$ cat config.mk
export PLATFORM = sky130hd
export DESIGN_NAME = cjb_risc_hmmiop_cu
export DESIGN_NICKNAME = d
export VERILOG_FILES = /design/src/rtl/cjb_risc_cu_pkg.sv /design/src/rtl/cjb_2to4_ld_dec.sv /design/src/rtl/cjb_risc_hmmiop_cu.sv
export SDC_FILE = /design/constraint.sdc
export NUM_CORES = 1
export LEC_CHECK = 0
export ABC_AREA = 1
export CAP_MARGIN = 20
export CORE_ASPECT_RATIO = 1.1
export CORE_MARGIN = 2
export CORE_UTILIZATION = 28
export DETAILED_ROUTE_END_ITERATION = 12
export GPL_TIMING_DRIVEN = 0
export MAX_ROUTING_LAYER = met4
export PLACE_DENSITY = 0.73
export SETUP_SLACK_MARGIN = 0.4
export SYNTH_ARGS = -nofsm -noshare
export SYNTH_HDL_FRONTEND = slang
export SYNTH_SLANG_ARGS = --single-unit
$ cat constraint.sdc
create_clock -name Clock -period 1.5 [get_ports Clock]
set_input_delay 0.45 -clock Clock [delete_from_list [all_inputs] [get_ports Clock]]
set_output_delay 0.45 -clock Clock [all_outputs]
set_load 0.05 [all_outputs]
$ cat src/rtl/cjb_risc_cu_pkg.sv
// Shared definitions for the cjb_risc Harvard control unit.
// Contents:
//   - opcode constants (IW[7:4])
//   - ALU function-select codes
//   - state encoding
//   - IB2 write-back select codes
//   - opcode -> ALU_FS mapping helper
package cjb_risc_cu_pkg;

    // Opcodes
    localparam logic [3:0] OP_NOP  = 4'h0;
    localparam logic [3:0] OP_LD   = 4'h1;
    localparam logic [3:0] OP_ST   = 4'h2;
    localparam logic [3:0] OP_CPY  = 4'h3;
    localparam logic [3:0] OP_ADD  = 4'h4;
    localparam logic [3:0] OP_SUB  = 4'h5;
    localparam logic [3:0] OP_AND  = 4'h6;
    localparam logic [3:0] OP_OR   = 4'h7;
    localparam logic [3:0] OP_XOR  = 4'h8;
    localparam logic [3:0] OP_NOT  = 4'h9;
    localparam logic [3:0] OP_ADDK = 4'hA;
    localparam logic [3:0] OP_PUSH = 4'hB;
    localparam logic [3:0] OP_POP  = 4'hC;
    localparam logic [3:0] OP_JMP  = 4'hD;
    localparam logic [3:0] OP_IN   = 4'hE;
    localparam logic [3:0] OP_OUT  = 4'hF;

    // ALU function selects
    localparam logic [3:0] FS_ADD  = 4'h0;
    localparam logic [3:0] FS_SUB  = 4'h1;
    localparam logic [3:0] FS_AND  = 4'h2;
    localparam logic [3:0] FS_OR   = 4'h3;
    localparam logic [3:0] FS_XOR  = 4'h4;
    localparam logic [3:0] FS_NOT  = 4'h5;
    localparam logic [3:0] FS_ADDK = 4'h6;

    // IB2 write-back sources
    localparam logic [1:0] IB2_IB0 = 2'd0;
    localparam logic [1:0] IB2_ALU = 2'd1;
    localparam logic [1:0] IB2_DM  = 2'd2;
    localparam logic [1:0] IB2_STK = 2'd3;

    typedef enum logic [2:0] {
        ST_RST    = 3'd0,
        ST_FETCH  = 3'd1,
        ST_DECODE = 3'd2,
        ST_EX1    = 3'd3,
        ST_EX2    = 3'd4
    } state_t;

    function automatic logic [3:0] alu_fs_of(input logic [3:0] op);
        logic [3:0] fs;
        fs = FS_ADD;
        case (op)
            OP_ADD:  fs = FS_ADD;
            OP_SUB:  fs = FS_SUB;
            OP_AND:  fs = FS_AND;
            OP_OR:   fs = FS_OR;
            OP_XOR:  fs = FS_XOR;
            OP_NOT:  fs = FS_NOT;
            OP_ADDK: fs = FS_ADDK;
            default: fs = FS_ADD;
        endcase
        return fs;
    endfunction

endpackage

$ cat src/rtl/cjb_2to4_ld_dec.sv
// 2-to-4 register-load decoder.
// Ports:
//   en  in  1  load enable; all outputs 0 when low
//   sel in  2  register index
//   ld  out 4  one-hot load strobe, bit n loads Rn
module cjb_2to4_ld_dec (
    input  logic       en,
    input  logic [1:0] sel,
    output logic [3:0] ld
);
    always_comb begin
        ld = 4'b0000;
        if (en) begin
            ld[sel] = 1'b1;
        end
    end
endmodule

$ cat src/rtl/cjb_risc_hmmiop_cu.sv
// Multi-cycle control unit for the 3-bus Harvard datapath with
// memory-mapped I/O ports. Sequences RST -> FETCH -> DECODE (-> EX1 -> EX2)
// and drives all datapath load/select/memory/stack controls.
// Ports:
//   Clock, Reset           clock and synchronous active-high reset
//   IW[7:0]                instruction word from IR
//   SR_CNVZ[3:0]           status flags {C,N,V,Z}
//   RST_PC/LD_PC/CNT_PC    PC controls
//   LD_IR, LD_R0..LD_R3    IR and register-file loads
//   LD_SR, LD_MABR, LD_MAXR, LD_MAR   status and address-path loads
//   RW                     data memory write enable
//   LD_IPDR, LD_OPDR       I/O register loads
//   IB0_SEL, IB1_SEL       bus register selects
//   IB2_SEL                write-back source select
//   ALU_FS                 ALU function select
//   push, pop, ipstksel    stack controls
//   state_o                current state
module cjb_risc_hmmiop_cu
    import cjb_risc_cu_pkg::*;
(
    input  logic       Clock,
    input  logic       Reset,
    input  logic [7:0] IW,
    input  logic [3:0] SR_CNVZ,
    output logic       RST_PC,
    output logic       LD_PC,
    output logic       CNT_PC,
    output logic       LD_IR,
    output logic       LD_R0,
    output logic       LD_R1,
    output logic       LD_R2,
    output logic       LD_R3,
    output logic       LD_SR,
    output logic       LD_MABR,
    output logic       LD_MAXR,
    output logic       LD_MAR,
    output logic       RW,
    output logic       LD_IPDR,
    output logic       LD_OPDR,
    output logic [1:0] IB0_SEL,
    output logic [1:0] IB1_SEL,
    output logic [1:0] IB2_SEL,
    output logic [3:0] ALU_FS,
    output logic       push,
    output logic       pop,
    output logic       ipstksel,
    output logic [2:0] state_o
);

    state_t     state, next_state;
    logic       ld_en;
    logic [3:0] ld_vec;
    logic [3:0] opcode;
    logic [1:0] ri, rj;

    assign opcode = IW[7:4];
    assign ri     = IW[3:2];
    assign rj     = IW[1:0];

    // Condition 0 is unconditional; otherwise any selected flag set takes the jump.
    function automatic logic jmp_taken(input logic [3:0] c, input logic [3:0] sr);
        return (c == 4'b0000) || ((c & sr) != 4'b0000);
    endfunction

    always_ff @(posedge Clock) begin
        if (Reset) state <= ST_RST;
        else       state <= next_state;
    end

    always_comb begin
        next_state = ST_FETCH;
        RST_PC   = 1'b0;
        LD_PC    = 1'b0;
        CNT_PC   = 1'b0;
        LD_IR    = 1'b0;
        LD_SR    = 1'b0;
        LD_MABR  = 1'b0;
        LD_MAXR  = 1'b0;
        LD_MAR   = 1'b0;
        RW       = 1'b0;
        LD_IPDR  = 1'b0;
        LD_OPDR  = 1'b0;
        IB0_SEL  = 2'd0;
        IB1_SEL  = 2'd0;
        IB2_SEL  = IB2_IB0;
        ALU_FS   = 4'h0;
        push     = 1'b0;
        pop      = 1'b0;
        ipstksel = 1'b0;
        ld_en    = 1'b0;

        case (state)
            ST_RST: begin
                RST_PC     = 1'b1;
                next_state = ST_FETCH;
            end
            ST_FETCH: begin
                LD_IPDR    = 1'b1;
                LD_IR      = 1'b1;
                CNT_PC     = 1'b1;
                next_state = ST_DECODE;
            end
            ST_DECODE: begin
                LD_IPDR    = 1'b1;
                next_state = ST_FETCH;
                case (opcode)
                    OP_LD, OP_ST: begin
                        // Index register goes to MAXR while the address word
                        // (already on the PM bus) goes to MABR; PC skips it.
                        LD_MABR    = 1'b1;
                        LD_MAXR    = 1'b1;
                        IB0_SEL    = rj;
                        IB2_SEL    = IB2_IB0;
                        CNT_PC     = 1'b1;
                        next_state = ST_EX1;
                    end
                    OP_JMP: begin
                        LD_MABR    = 1'b1;
                        LD_MAXR    = 1'b1;
                        CNT_PC     = 1'b1;
                        next_state = ST_EX1;
                    end
                    OP_CPY: begin
                        IB0_SEL = rj;
                        IB2_SEL = IB2_IB0;
                        ld_en   = 1'b1;
                    end
                    OP_ADD, OP_SUB, OP_AND, OP_OR, OP_XOR, OP_NOT, OP_ADDK: begin
                        IB0_SEL = ri;
                        IB1_SEL = rj;
                        ALU_FS  = alu_fs_of(opcode);
                        IB2_SEL = IB2_ALU;
                        ld_en   = 1'b1;
                        LD_SR   = 1'b1;
                    end
                    OP_PUSH: begin
                        IB0_SEL = ri;
                        IB2_SEL = IB2_IB0;
                        push    = 1'b1;
                    end
                    OP_POP: begin
                        pop      = 1'b1;
                        ipstksel = 1'b0;
                        IB2_SEL  = IB2_STK;
                        ld_en    = 1'b1;
                    end
                    OP_IN: begin
                        ipstksel = 1'b1;
                        IB2_SEL  = IB2_STK;
                        ld_en    = 1'b1;
                    end
                    OP_OUT: begin
                        IB0_SEL = ri;
                        IB2_SEL = IB2_IB0;
                        LD_OPDR = 1'b1;
                    end
                    default: begin
                    end
                endcase
            end
            ST_EX1: begin
                LD_IPDR    = 1'b1;
                LD_MAR     = 1'b1;
                next_state = ST_EX2;
            end
            ST_EX2: begin
                LD_IPDR    = 1'b1;
                next_state = ST_FETCH;
                case (opcode)
                    OP_LD: begin
                        IB2_SEL = IB2_DM;
                        ld_en   = 1'b1;
                    end
                    OP_ST: begin
                        IB0_SEL = ri;
                        IB2_SEL = IB2_IB0;
                        RW      = 1'b1;
                    end
                    OP_JMP: begin
                        LD_PC = jmp_taken(IW[3:0], SR_CNVZ);
                    end
                    default: begin
                    end
                endcase
            end
            default: begin
                next_state = ST_FETCH;
            end
        endcase
    end

    cjb_2to4_ld_dec u_ld_dec (
        .en  (ld_en),
        .sel (ri),
        .ld  (ld_vec)
    );

    assign LD_R0   = ld_vec[0];
    assign LD_R1   = ld_vec[1];
    assign LD_R2   = ld_vec[2];
    assign LD_R3   = ld_vec[3];
    assign state_o = state;

endmodule

* Word-level counts from Yosys, hierarchy flattened
Index checks and enable logic that the tools add are counted.
** Storage, ports and cells
- Register bits :: 3
- Bits in latches :: 0
- Bits in writable memories :: 0
- ROM bits :: 0
- Input port bits :: 14
- Output and inout bits :: 31
- Word-level logic and storage cells :: 75
- Memories :: 0
** Operators by class
- $add $sub $neg :: 0
- Multiply operators :: 0
- Divide/modulo/power cells :: 0
- $lt $le $gt $ge :: 2
- Eq/ne operators :: 19
- Shift-type cells :: 0
- Muxes and demuxes :: 40
- Bitwise gates (word level) :: 1
- Reduce and logical (&&, ||, !) cells :: 12
** Operator list (count)
- $eq 4x4->1 const B :: 8
- $mux 1 :: 23
- $pmux 3 s6 :: 1
- $eq 4x3->1 const B :: 4
- $pmux 2 s2 :: 4
- $mux 2 :: 5
- $reduce_or 10->1 :: 1
- $pmux 3 s3 :: 1
- $reduce_or 9->1 :: 1
- $eq 4x2->1 const B :: 2
- $reduce_or 7->1 :: 1
- $eq 3x2->1 const B :: 2
- $mux 3 :: 2
- $reduce_or 3->1 :: 2
- $and 4x4->4 :: 1
- $eq 4x1->1 const B :: 1
- $logic_not 4->1 :: 1
- $mux 4 :: 1
- $pmux 1 s2 :: 2
- $reduce_bool 4->1 :: 1
- $reduce_or 4->1 :: 1
- $eq 3x1->1 const B :: 1
- $eq 3x3->1 const B :: 1
- $logic_not 3->1 :: 1
- other kinds (6) :: 6

* Logic depth before layout (Yosys ltp)
Gate-level depths: netlist of the first run.
- Depth after elaboration :: 5
- Depth in mapped cells :: 8

* Hierarchy
Synthesis of the first run repeated with hierarchy kept, for this count alone.
** Second synthesis, totals
- Cell total of the unflattened synthesis :: 105
- Area total of the unflattened synthesis :: 494.2 µm²
** By module, submodules not included
- cjb_risc_hmmiop_cu :: times used 1, cells an instance 97, area an instance 464.2 µm², sequential area each 60.1 µm²
- cjb_2to4_ld_dec :: times used 1, cells an instance 8, area an instance 30.0 µm², sequential area each 0.0 µm²

* Least setup slack after synthesis of the first run
OpenSTA, ideal clock, no wires.
- Path kind :: flip-flop to output port
- Start point :: reg state[0] (netlist: state_o[0])
- End point :: out CNT_PC
- Arrival time :: 2.141 ns
- Required time :: 1.050 ns
- Slack :: -1.091 ns
- Cell stages (with the launch flop) :: 5
- Path buffers :: 0
- Cells stage by stage :: dfxtp_1 nand2_1 nor2_1 inv_1 nand2_1
** On the way
- Cells in the longest elaborated chain, start to end :: 2
- Elaborated cells on any way between the ends :: 3
** Ends and longest elaborated chain
- from (decl) :: RTL line cjb_risc_hmmiop_cu.sv:50 : state_t state, next_state;
- from (signal assigned) :: RTL line cjb_risc_hmmiop_cu.sv:67 : else state <= next_state;
- $eq 3x2->1 / $eq 3x1->1 (equally long branches) :: RTL line cjb_risc_hmmiop_cu.sv:92 : case (state)
- $pmux 1 s2 * :: RTL line cjb_risc_hmmiop_cu.sv:92
- to (decl) :: RTL line cjb_risc_hmmiop_cu.sv:27 : output logic CNT_PC,
Mark *: on every way between the ends. The rest lies on a longest branch, timed or not.

* Final worst setup path of the first run
- Start point :: in IW[7]
- End point :: out LD_R0
** On the way
- Cells in the longest elaborated chain, start to end :: 5
- Elaborated cells on any way between the ends :: 16
** Ends and longest elaborated chain
- from (decl) :: RTL line cjb_risc_hmmiop_cu.sv:23 : input logic [7:0] IW,
- $eq 4x4->1 (tied with other cells) :: RTL line cjb_risc_hmmiop_cu.sv:106 : case (opcode)
- $reduce_or 10->1 (no line)
- $mux 1 :: RTL line cjb_risc_hmmiop_cu.sv:106
- $pmux 1 s2 * :: RTL line cjb_risc_hmmiop_cu.sv:92
- $mux 4 * :: RTL line cjb_2to4_ld_dec.sv:13 : if (en) begin
- to (decl) :: RTL line cjb_risc_hmmiop_cu.sv:29 : output logic LD_R0,
Marked as above.

==> results.md, run 1 <==
- Net switching power: 0.0003245 W
- Number of design rule violations left after detail routing: 0
- Clock-pin transition on the worst setup and hold timing paths: ~0.04 ns
- Violation count after the first detailed-route iteration: 25
- Leading cell types by total area after synthesis: sky130_fd_sc_hd__nand2_1, sky130_fd_sc_hd__inv_1, sky130_fd_sc_hd__dfxtp_1
- Crit-path cells: buf_2 > nor2_4 > inv_2 > nor2_1 > nand2_1 > nand2_2 > nor2_4 > nor2_4 > buf_6
- Area after DPL: ~1200 um^2
- Total non-filler cell area in the finished layout: ~1600 um^2
- Port Buffers: 43
- Residual overflow from global routing: 0
- Antenna diode count: 0
- Largest voltage drop on the vdd net: between 0.7 and 0.8 mV
- Setup repair after global routing missed its margin: true
- Instance count of the mapped netlist: approximately 110
- Static Leakage: between 0.7 and 0.8 nW
- Detailed placement HPWL: about 1600 um
- Clock Skew: between 0.004 and 0.005 ns
- Library cell occupying the most area in the post-synthesis netlist: sky130_fd_sc_hd__nand2_1
- Count of maximum capacitance violations: 0
- Clock Path Buffers: 2
- Slack of the worst reg-to-reg path: around 0.28 ns
- Min Hold Slack: 0.5647 ns
- Startpoint types: input port
- Power density over the cells: approximately 420 nW/um^2
- Critical path peak fanout: 5
- Latest clock arrival within the worst-skew pair: 0.23 ns
- Total Nets Final: around 190
- Floorplan core area: 1782 um^2
- Max reg flops: 3
- Synthesis-to-layout area growth: 203.5%
- Synthesized area per cell: just under 5 um^2
- CTS sink count: 3
- Required @ worst endpoint: 1.05 ns
- Net switching fraction of the power: a little under half
- Antenna violations before repair: 0
- Crit-path most repeated cell: sky130_fd_sc_hd__nor2_4
- # rows: 16
- Total die area: ~2300 um^2
- Area of the mapped netlist: about 530 um^2
- Internal power: ~0.00036 W
- DRT Wirelength: 3182 um
- Run status: finished with violations
- Fraction of the yosys area taken by sequential cells: around 11%
- Num CTS Buffers: 3
- Global Route Usage Sum: 25.98%
- Delay of the slowest cell on the worst path: between 0.15 and 0.2 ns
- DR vias: about 1000
- Crit path DAT: between 1.5 and 2 ns
- CTS H-tree lvls: 1
- Crit Path Category: input port to output pin
- Initial Utilization: 29.92%
- Die width: 45.60 um
- Number of global-route vias before repair: 1014
- Share of total power in the clock network: approximately a fifth
- Max-slew violation count: 0
- Die height: 49.76 um
- Synth unique cells: 16
- Num ports: between 40 and 50
- Period minus WS final: about 2.0 ns
- Kind of end point of the critical path: output pin
- Fraction of final layout cells with drive strength greater than 1: about four fifths
- Worst setup slack after layout: -0.5239 ns
- Detail-routed via count per cell: roughly 5.1
- Total nets after synthesis: between 100 and 150
- Wire length per cell after detailed routing: 16.23 um
- Setup violators final: 27
- Min-delay worst type: register to register
- Fmax: about 0.49 GHz
- Number of hold-slack violations in the final timing report: 0
- CTS Root Buffer Type: sky130_fd_sc_hd__clkbuf_4
- Final weighted congestion in routability-driven placement: around 0.84
- Pre-Repair DR Iteration Count: 4
- Sequential Power Share: 13.1%
- Area share of the leading cell type in the synthesized netlist: ~27%
- CTS tree: yes
- Antenna-violating nets left: 0
- Combinational group share of total power: roughly 67%
- FF+latch count, synth: 3
- Yosys synthesis warning count: 0
- Violated checks: negative setup slack
- Filler cell count in the final layout: 77
- Final Cycle Share: 134.9%
- Slowest stage cell on the critical path: sky130_fd_sc_hd__nor2_4
- First-pass GRT wire length: 4374 um
- Maximum number of pins on one net before global-route repair: 7
-- routing by layer --
layer | vias to the layer above | GRT usage (%) | wire, um
met2 | 36 | 46.48 | 1829
met1 | 484 | 28.54 | 1113
met5 | - | - | 0
met4 | 0 | 9.314 | 112
li1 | 471 | - | -
met3 | 10 | 2.198 | 127
-- cells by family after synthesis --
logic type             after synthesis  share of synthesized area, %
buffers and inverters               24                         18.31
AOI/OAI and AO/OA                    8                         7.747
and+or+nand+nor                     73                         61.97
other                                1                        0.7035
DFF                                  3                         11.27
-- cells in the mapped netlist, drive strengths merged --
master,instances
nor3,3
conb,1
a31oi,1
inv,22
nand3,6
dfxtp,3
a21oi,7
nor2,21
buf,2
nand2,42
nand4,1
-- path summary, 6_finish.rpt --
kind	from	to	cells after the start
worst min register to register	state_o[1]	state_o[2]	2
worst max register to register	state_o[2]	state_o[1]	6
worst max-delay path	IW[7]	LD_R0	9
worst min-delay path	state_o[1]	state_o[2]	2
-- area by class of cell --
class	count	area [um^2]	area share [%]
plain buffers	2	22.52	1.392
clock buffers	4	26.28	1.624
inverters	22	101.3	6.264
multi-input cells	82	706.9	43.70
flip-flops and latches	3	71.32	4.408
well taps	18	22.52	1.392
repair buffers	65	666.9	41.22
-- layout by cell type (no fill, tap or decap), drive strengths merged --
cell	count
clkdlybuf4s50	1
nand2	42
clkdlybuf4s15	2
nor2	21
a31oi	1
conb	1
dlygate4sd2	4
dfxtp	3
clkbuf	4
a21oi	7
buf	60
inv	19
nor3	3
clkinvlp	3
nand3	6
nand4	1
-- critical path, delay by kind of cell --
| kind | cells | cell delay (ns) |
|---|---|---|
| buffers and inverters | 3 | 0.39 |
| AND/OR/NAND/NOR | 6 | 0.72 |
-- stage by stage --
stage,cells,utilization [%],power (W),worst slack (ns),setup TNS (ns)
after floorplan,109,-,0.0002985,-0.3774,-7.150
after global placement,170,67.49,0.0004055,-1.690,-36.59
after detailed placement,170,67.49,0.0004082,-1.689,-36.70
after CTS,192,85.96,0.0006364,-0.4746,-8.785
after global routing,196,90.80,0.0007084,-0.5712,-11.90
final,196,90.80,0.0006796,-0.5239,-10.64
-- power by group through the flow --
stage               Combinational [W]  Clock, W  Sequential (W)
finish                       0.000452  0.000139       0.0000891
floorplan                    0.000193         0        0.000106
global placement             0.000315         0       0.0000909
detailed placement           0.000317         0       0.0000911
CTS                          0.000403  0.000145       0.0000884
global route                 0.000471  0.000149       0.0000892
-- timing repair --
item | 4_1_cts | 5_1_grt
endpoints found under the setup margin | 31 | 31
gates resized for setup | 295 | 15
hold endpoints to repair | 0 | 0
pin swaps | 22 | 6
buffers inserted | 18 | 4
hold buffers | 0 | 0
No activity file was read; power rests on OpenSTA's default activity.
==> inputs of run 2 (changes only) <==
Settings changed: CORE_MARGIN 2 to 4, SLEW_MARGIN set to 20.
==> results.md, run 2 <==
- Clock Path Buffers: 2 (unchanged)
- Instance count of the mapped netlist: 109 (unchanged)
- Last step reached: global routing (5_1_grt)
- FF+latch count, synth: 3 (unchanged)
- Synth unique cells: 16 (unchanged)
- Leading cell types by total area after synthesis: sky130_fd_sc_hd__nand2_1, sky130_fd_sc_hd__inv_1, sky130_fd_sc_hd__dfxtp_1
- # rows: 16 (unchanged)
- Area of the mapped netlist: 533.0 um^2 (unchanged)
- FFs w/ async S/R, synth: 0% (unchanged)
- First reported error: [ERROR DPL-0033] detailed placement checks failed during check placement.
- Die height: 53.76 um (+8.0%)
- Num CTS Buffers: 3 (unchanged)
- Yosys synthesis warning count: 0 (unchanged)
- Total nets after synthesis: 123 (unchanged)
- Run status: stopped before the end
- Synth cell count leaders: sky130_fd_sc_hd__nand2_1, sky130_fd_sc_hd__inv_1, sky130_fd_sc_hd__nor2_1
- Antenna violations before repair: 0
- Hold-fix buffers at CTS: 0 (unchanged)
- Area after DPL: 1202 um^2 (unchanged)
- Fraction of the yosys area taken by sequential cells: 11.27% (unchanged)
- Last reported worst endpoint of the global-route repair pass: ALU_FS[0]
- Num ports: 45 (unchanged)
- Library cell occupying the most area in the post-synthesis netlist: sky130_fd_sc_hd__nand2_1
- Area share of the leading cell type in the synthesized netlist: 27.46% (unchanged)
- Prevailing post-synth register cell: sky130_fd_sc_hd__dfxtp_1
- Most frequent cell after synthesis: sky130_fd_sc_hd__nand2_1
- CTS Root Buffer Type: sky130_fd_sc_hd__clkbuf_4
- Worst endpoint type: top-level output
- Initial Utilization: 29.58% (-0.33 points)
- CTS H-tree lvls: 1 (unchanged)
- CTS sink count: 3 (unchanged)
- Detailed placement HPWL: 1644 um (+4.1%)
- Synthesized area per cell: 4.890 um^2 (unchanged)
- Maximum number of pins on one net before global-route repair: 7
- EDFF count, synth: 0 (unchanged)
- Final weighted congestion in routability-driven placement: 0.7957 (-5.5%)
- Port Buffers: 43 (unchanged)
- Die width: 49.60 um (+8.8%)
[run 2: cells by family after synthesis]
family	after synthesis	synth area share (%)
AND/OR/NAND/NOR	73	61.97
AO/OA/AOI/OAI	8	7.747
other	1	0.7035
flip-flops	3	11.27
buffers and inverters	24	18.31
[run 2: through the flow]
stage	worst slack, ns	TNS (ns)	util (%)	cells
3_3_place_gp	-1.703	-36.79	66.74	170
4_1_cts	-0.4216	-7.591	85.49	191
3_5_place_dp	-1.705	-36.86	66.74	170
2_1_floorplan	-0.3774	-7.150	-	109
[run 2: timing repair]
action                                  4_1_cts
endpoints found under the setup margin       31
pin swaps                                    17
buffers inserted                             17
gates resized for setup                     291
==> inputs of run 3 (changes only) <==
Settings changed: CORE_AREA set to 4 4 65 67, CORE_ASPECT_RATIO 1.1 to not set, CORE_MARGIN 4 to not set, CORE_UTILIZATION 28 to not set, DIE_AREA set to 0 0 69 71, MAX_ROUTING_LAYER met4 to not set, PLACE_DENSITY 0.73 to not set, PLACE_DENSITY_LB_ADDON set to 0.15, SETUP_SLACK_MARGIN 0.4 to not set.
Clock period 1.5 ns to 1.95 ns, I/O delays scaled along.
==> results.md, run 3 (synthesized netlist as in run 1, its figures left out) <==
- Crit-path cells: buf_12 > nor2_4 > inv_2 > nor2_1 > nand2_1 > nand2_2 > nor2_4 > buf_6 > nor2_4 > buf_8
- Reg-to-Reg Start: state_o[2]
- Critical path peak fanout: 4
- Antenna diode count: 0
- Most common cell after layout, fill and taps aside: sky130_fd_sc_hd__buf_4
- Clock-pin transition on the worst setup and hold timing paths: 0.03 ns
- Synthesis-to-layout area growth: 252.3%
- Filler cell count in the final layout: 360
- First-pass GRT wire length: about 4300 um
- Clock Skew: approximately 0.0026 ns
- Count of maximum capacitance violations: 0
- Number of hold-slack violations in the final timing report: 0
- Required @ worst endpoint: about 1.4 ns
- # rows: 22 (+6)
- Power density over the cells: between 300 and 400 nW/um^2
- Period minus WS final: ~2.2 ns
- Length in cells of the worst reg-to-reg path: 8
- Max-slew violation count: 0
- Crit path DAT: 1.61 ns
- WHS Path Cells: 1
- Crit-path most repeated cell: sky130_fd_sc_hd__nor2_4
- Clock Path Buffers: 2 (unchanged)
- CTS H-tree lvls: 1 (unchanged)
- Detailed placement HPWL: 1759 um (+7.0%)
- Antenna-violating nets left: 0
- Maximum number of pins on one net before global-route repair: 7
- Violated checks: negative setup slack
- Residual overflow from global routing: 0
- Global Route Usage Sum: 10.38%
- CTS tree: yes
- Fmax: approximately 0.46 GHz
- DRT Wirelength: around 2600 um
- Port Buffers: 43 (unchanged)
- Final Cycle Share: 112.3%
- Min-delay worst type: register to register
- Die width: 69 um (+39%)
- Final weighted congestion in routability-driven placement: 0.7214 (-9.3%)
- Total Nets Final: between 200 and 250
- Max reg flops: 3
- Num ports: 45 (unchanged)
- Number of global-route vias before repair: about 1000
- Endpoint of the most critical register-to-register path: state_o[1]
- Total die area: 4899 um^2
- DR vias: approximately 1000
- Initial Utilization: 14.67% (-15 points)
- Worst setup slack after layout: -0.2408 ns
- Kind of end point of the critical path: output pin
- Pre-Repair DR Iteration Count: 4
- Slowest stage cell on the critical path: sky130_fd_sc_hd__buf_8
- Hold path start: state_o[0]
- Die height: 71 um (+32%)
- CTS Root Buffer Type: sky130_fd_sc_hd__clkbuf_8
- Violation count after the first detailed-route iteration: 8
- Delay of the slowest cell on the worst path: approximately 0.15 ns
- Num CTS Buffers: 3 (unchanged)
- Slack of the worst reg-to-reg path: between 0.7 and 0.8 ns
- Largest voltage drop on the vdd net: 0.3791 mV
- Final design utilization: 51.69%
- Run status: finished with violations
- Floorplan core area: about 3600 um^2
- Detail-routed via count per cell: around 4.2
- Wire length per cell after detailed routing: approximately 11 um
- Crit Path Category: input port to output pin
- Startpoint types: input port
- Setup violators final: 19
- Setup repair after global routing missed its margin: true
- Static Leakage: ~0.85 nW
- Antenna violations before repair: 0
- Fraction of final layout cells with drive strength greater than 1: about four fifths
- Number of design rule violations left after detail routing: 0
- Top library cells by usage in the layout, fill and taps aside: sky130_fd_sc_hd__buf_4, sky130_fd_sc_hd__nand2_1, sky130_fd_sc_hd__buf_6, sky130_fd_sc_hd__nor2_4, sky130_fd_sc_hd__buf_8
- Min Hold Slack: ~0.5 ns
- Latest clock arrival within the worst-skew pair: about 0.22 ns
- CTS sink count: 3 (unchanged)
- Worst Hold Path EP: state_o[0]
run 3: power breakdown:
| part | switching, W | internal, W |
|---|---|---|
| clock network | 0.0000431 | 0.000140 |
| registers | 0.00000601 | 0.0000642 |
| logic | 0.000205 | 0.000149 |
run 3: area by class of cell:
type	count	area (um^2)	area share [%]
inverter	22	113.9	6.063
sequential	3	68.82	3.664
clock buffer	4	45.04	2.398
tap	48	60.06	3.198
buffer	2	22.52	1.199
multi-input combinational	82	713.2	37.97
timing repair buffer	79	854.6	45.50
run 3: repair_timing:
item                                    4_1_cts  5_1_grt
buffers inserted                             22       15
pin swaps                                    28       25
endpoints found under the setup margin       30       25
hold buffers                                  0        0
gates resized for setup                     263       45
run 3: worst max-delay path: cells and delay by family:
family	cells	cell delay, ns
buffers and inverters	4	0.45
and+or+nand+nor	6	0.58
run 3: layer usage:
layer  vias up  track usage [%]  share of wire (%)
met5         -                0                  0
met2        36            19.70                 54
met1       462            11.22                 38
met4         0            3.254                1.5
met3         5            2.557                6.7
li1        496                -                  -
run 3: how the worst max path moves through the flow:
stage,start,endpoint,slack [ns],cells past startpoint
6_report,IW[7],LD_R3,-0.24,10
5_1_grt,IW[7],LD_R3,-0.31,10
4_1_cts,IW[6],LD_R1,-0.20,10
2_1_floorplan,IW[5],LD_MAXR,-0.15,8
3_3_place_gp,IW[5],LD_R0,-1.56,9
3_5_place_dp,IW[5],LD_R0,-1.57,9
run 3: metrics by stage:
step / cell area (um^2) / setup slack [ns] / setup TNS (ns) / instances / power [W]
global route: 1878 / -0.3121 / -4.018 / 240 / 0.0006431
global placement: 1245 / -1.565 / -31.32 / 200 / 0.0003176
CTS: 1638 / -0.2008 / -1.988 / 226 / 0.0005653
floorplan: 754.5 / -0.1533 / -1.056 / 109 / 0.0002301
finish: 1878 / -0.2408 / -2.800 / 240 / 0.0006063
detailed placement: 1245 / -1.566 / -31.12 / 200 / 0.0003173
==> inputs of run 4 (changes only) <==
Settings changed: ABC_CLOCK_PERIOD_IN_PS set to 1950, MAX_ROUTING_LAYER set to met4.
==> results.md, run 4 (synthesized netlist as in run 1, its figures left out) <==
- Setup violators final: 19 (unchanged)
- Total die area: 4899 um^2 (unchanged)
- Hold-fix buffers at CTS: 0 (unchanged)
- Clock Path Buffers: 2 (unchanged)
- Latest clock arrival within the worst-skew pair: 0.22 ns (about the same)
- Antenna-violating nets left: 0 (unchanged)
- Global Route Usage Sum: 10.69% (+0.31 points)
- Count of maximum capacitance violations: 0 (unchanged)
- CTS tree: yes
- Fraction of final layout cells with drive strength greater than 1: 79.17% (unchanged)
- Internal power: 0.0003526 W (about the same)
- Required @ worst endpoint: 1.36 ns (about the same)
- Share of total power in the clock network: 30.1% (about the same)
- Total non-filler cell area in the finished layout: 1878 um^2 (unchanged)
- Largest voltage drop on the vdd net: 0.3793 mV (about the same)
- Power density over the cells: 322.8 nW/um^2 (about the same)
- CTS H-tree lvls: 1 (unchanged)
- Period minus WS final: 2.191 ns (unchanged)
- # rows: 22 (unchanged)
- Crit-path most repeated cell: sky130_fd_sc_hd__nor2_4
- Startpoint types: input port
- Critical path peak fanout: 4 (unchanged)
- Fmax: 0.4565 GHz (unchanged)
- Clock Skew: 0.002543 ns (-0.00008346 ns)
- Violation count after the first detailed-route iteration: 8 (unchanged)
- Floorplan core area: 3633 um^2 (unchanged)
- Static Leakage: 0.8451 nW (unchanged)
- Net switching fraction of the power: 41.83% (about the same)
- First-pass GRT wire length: 4326 um (unchanged)
- Violated checks: negative setup slack
- Total Nets Final: 207 (unchanged)
- DRT Wirelength: 2632 um (unchanged)
- Num ports: 45 (unchanged)
- Crit Path Category: input port to output pin
- Sequential Power Share: 11.6% (about the same)
- Run status: finished with violations
- Pre-Repair DR Iteration Count: 4 (unchanged)
- Max-slew violation count: 0 (unchanged)
- Crit-path cells: buf_12 > nor2_4 > inv_2 > nor2_1 > nand2_1 > nand2_2 > nor2_4 > buf_6 > nor2_4 > buf_8
- Area after DPL: 1245 um^2 (unchanged)
- Filler cell count in the final layout: 360 (unchanged)
- Kind of end point of the critical path: output pin
- Delay of the slowest cell on the worst path: 0.15 ns (about the same)
- Final weighted congestion in routability-driven placement: 0.7299 (+1.2%)
- Min-delay worst type: register to register
- Initial Utilization: 14.67% (unchanged)
- Crit path DAT: 1.61 ns (about the same)
- Number of design rule violations left after detail routing: 0 (unchanged)
- Critical path buffers and inverters: 4 (unchanged)
- Number of global-route vias before repair: 1000 (-0.10%)
- Synthesis-to-layout area growth: 252.3% (unchanged)
- Port Buffers: 43 (unchanged)
- Combinational group share of total power: 58.3% (about the same)
- Final Cycle Share: 112.3% (unchanged)
- Detail-routed via count per cell: 4.163 (unchanged)
- Residual overflow from global routing: 0 (unchanged)
- Wire length per cell after detailed routing: 10.97 um (unchanged)
- Num CTS Buffers: 3 (unchanged)
- Most common cell after layout, fill and taps aside: sky130_fd_sc_hd__buf_4
- Top library cells by usage in the layout, fill and taps aside: sky130_fd_sc_hd__buf_4, sky130_fd_sc_hd__nand2_1, sky130_fd_sc_hd__buf_6, sky130_fd_sc_hd__nor2_4, sky130_fd_sc_hd__buf_8
- CTS Root Buffer Type: sky130_fd_sc_hd__clkbuf_8
- Setup repair after global routing missed its margin: true
- Number of hold-slack violations in the final timing report: 0 (unchanged)
- Largest delay contributor family on the critical path: simple AND/OR/NAND/NOR gates
- Detailed placement HPWL: 1759 um (unchanged)
- Setup TNS: -2.799 ns (+0.0005700 ns)
- Clock-pin transition on the worst setup and hold timing paths: 0.03 ns (about the same)
- Antenna diode count: 0 (unchanged)
- Antenna violations before repair: 0 (unchanged)
- DR vias: 999 (unchanged)
- Die width: 69 um (unchanged)
- Slowest stage cell on the critical path: sky130_fd_sc_hd__buf_8
- Net switching power: 0.0002536 W (about the same)
- CTS sink count: 3 (unchanged)
- Max reg flops: 3 (unchanged)
- Maximum number of pins on one net before global-route repair: 7 (unchanged)
- Die height: 71 um (unchanged)
- Worst setup slack after layout: -0.2408 ns (unchanged)
## run 4: cell counts in the layout (fill, tap and decap cells not counted)
Identical to the previous run, type by type.
## run 4: metal layers
layer	vias up	wire [um]	track usage, %	part of all wire (%)
li1	496	-	-	-
met1	461	1011	11.39	38
met2	36	1420	19.70	54
met3	6	165	2.273	6.3
met4	0	35	3.254	1.3
met5	-	0	-	0
## run 4: timing repair
| item | 4_1_cts | 5_1_grt |
|---|---|---|
| pin swaps | 28 | 25 |
| gates resized for setup | 263 | 45 |
| buffers inserted | 22 | 15 |
| cloned | 0 | 0 |
| setup endpoints to repair | 30 | 25 |
## run 4: through the flow
| stage | utilization, % | hold WS (ns) | setup WS [ns] | std cells | total power (W) |
|---|---|---|---|---|---|
| final | 51.69 | 0.5016 | -0.2408 | 240 | 0.0006062 |
| after global routing | 51.69 | 0.5210 | -0.3121 | 240 | 0.0006430 |
| after CTS | 45.08 | 0.5025 | -0.2008 | 226 | 0.0005653 |
| after detailed placement | 34.26 | 0.4964 | -1.566 | 200 | 0.0003173 |
| after global placement | 34.26 | 0.5005 | -1.565 | 200 | 0.0003176 |
| after floorplan | - | 0.5640 | -0.1533 | 109 | 0.0002301 |
## run 4: cell type report
| cell class | count | area (um^2) | share of cell area [%] |
|---|---|---|---|
| timing repair buffer | 79 | 854.6 | 45.50 |
| multi-input combinational | 82 | 713.2 | 37.97 |
| inverter | 22 | 113.9 | 6.063 |
| sequential | 3 | 68.82 | 3.664 |
| tap | 48 | 60.06 | 3.198 |
| clock buffer | 4 | 45.04 | 2.398 |
| buffer | 2 | 22.52 | 1.199 |
## run 4: worst paths after layout
check | start | to | slack (ns) | depth (start not counted)
hold reg to reg | state_o[0] | state_o[0] | 0.50 | 1
setup / recovery | IW[7] | LD_R3 | -0.24 | 10
setup reg to reg | state_o[2] | state_o[1] | 0.76 | 8
hold / removal | state_o[0] | state_o[0] | 0.50 | 1
## run 4: worst register-to-register path, delay by kind of cell (launching register included)
kind	cells	cell delay (ns)
buffers and inverters	4	0.47
flip-flops	1	0.34
AND/OR/NAND/NOR	3	0.20
AO/OA/AOI/OAI	1	0.10
## run 4: power groups by stage
stage | Sequential [W] | Combinational, W | Clock (W)
after global placement | 0.0000709 | 0.000247 | 0
after floorplan | 0.0000818 | 0.000148 | 0
after detailed placement | 0.0000707 | 0.000247 | 0
final | 0.0000702 | 0.000353 | 0.000183
after global routing | 0.0000707 | 0.000375 | 0.000198
after CTS | 0.0000704 | 0.000308 | 0.000187
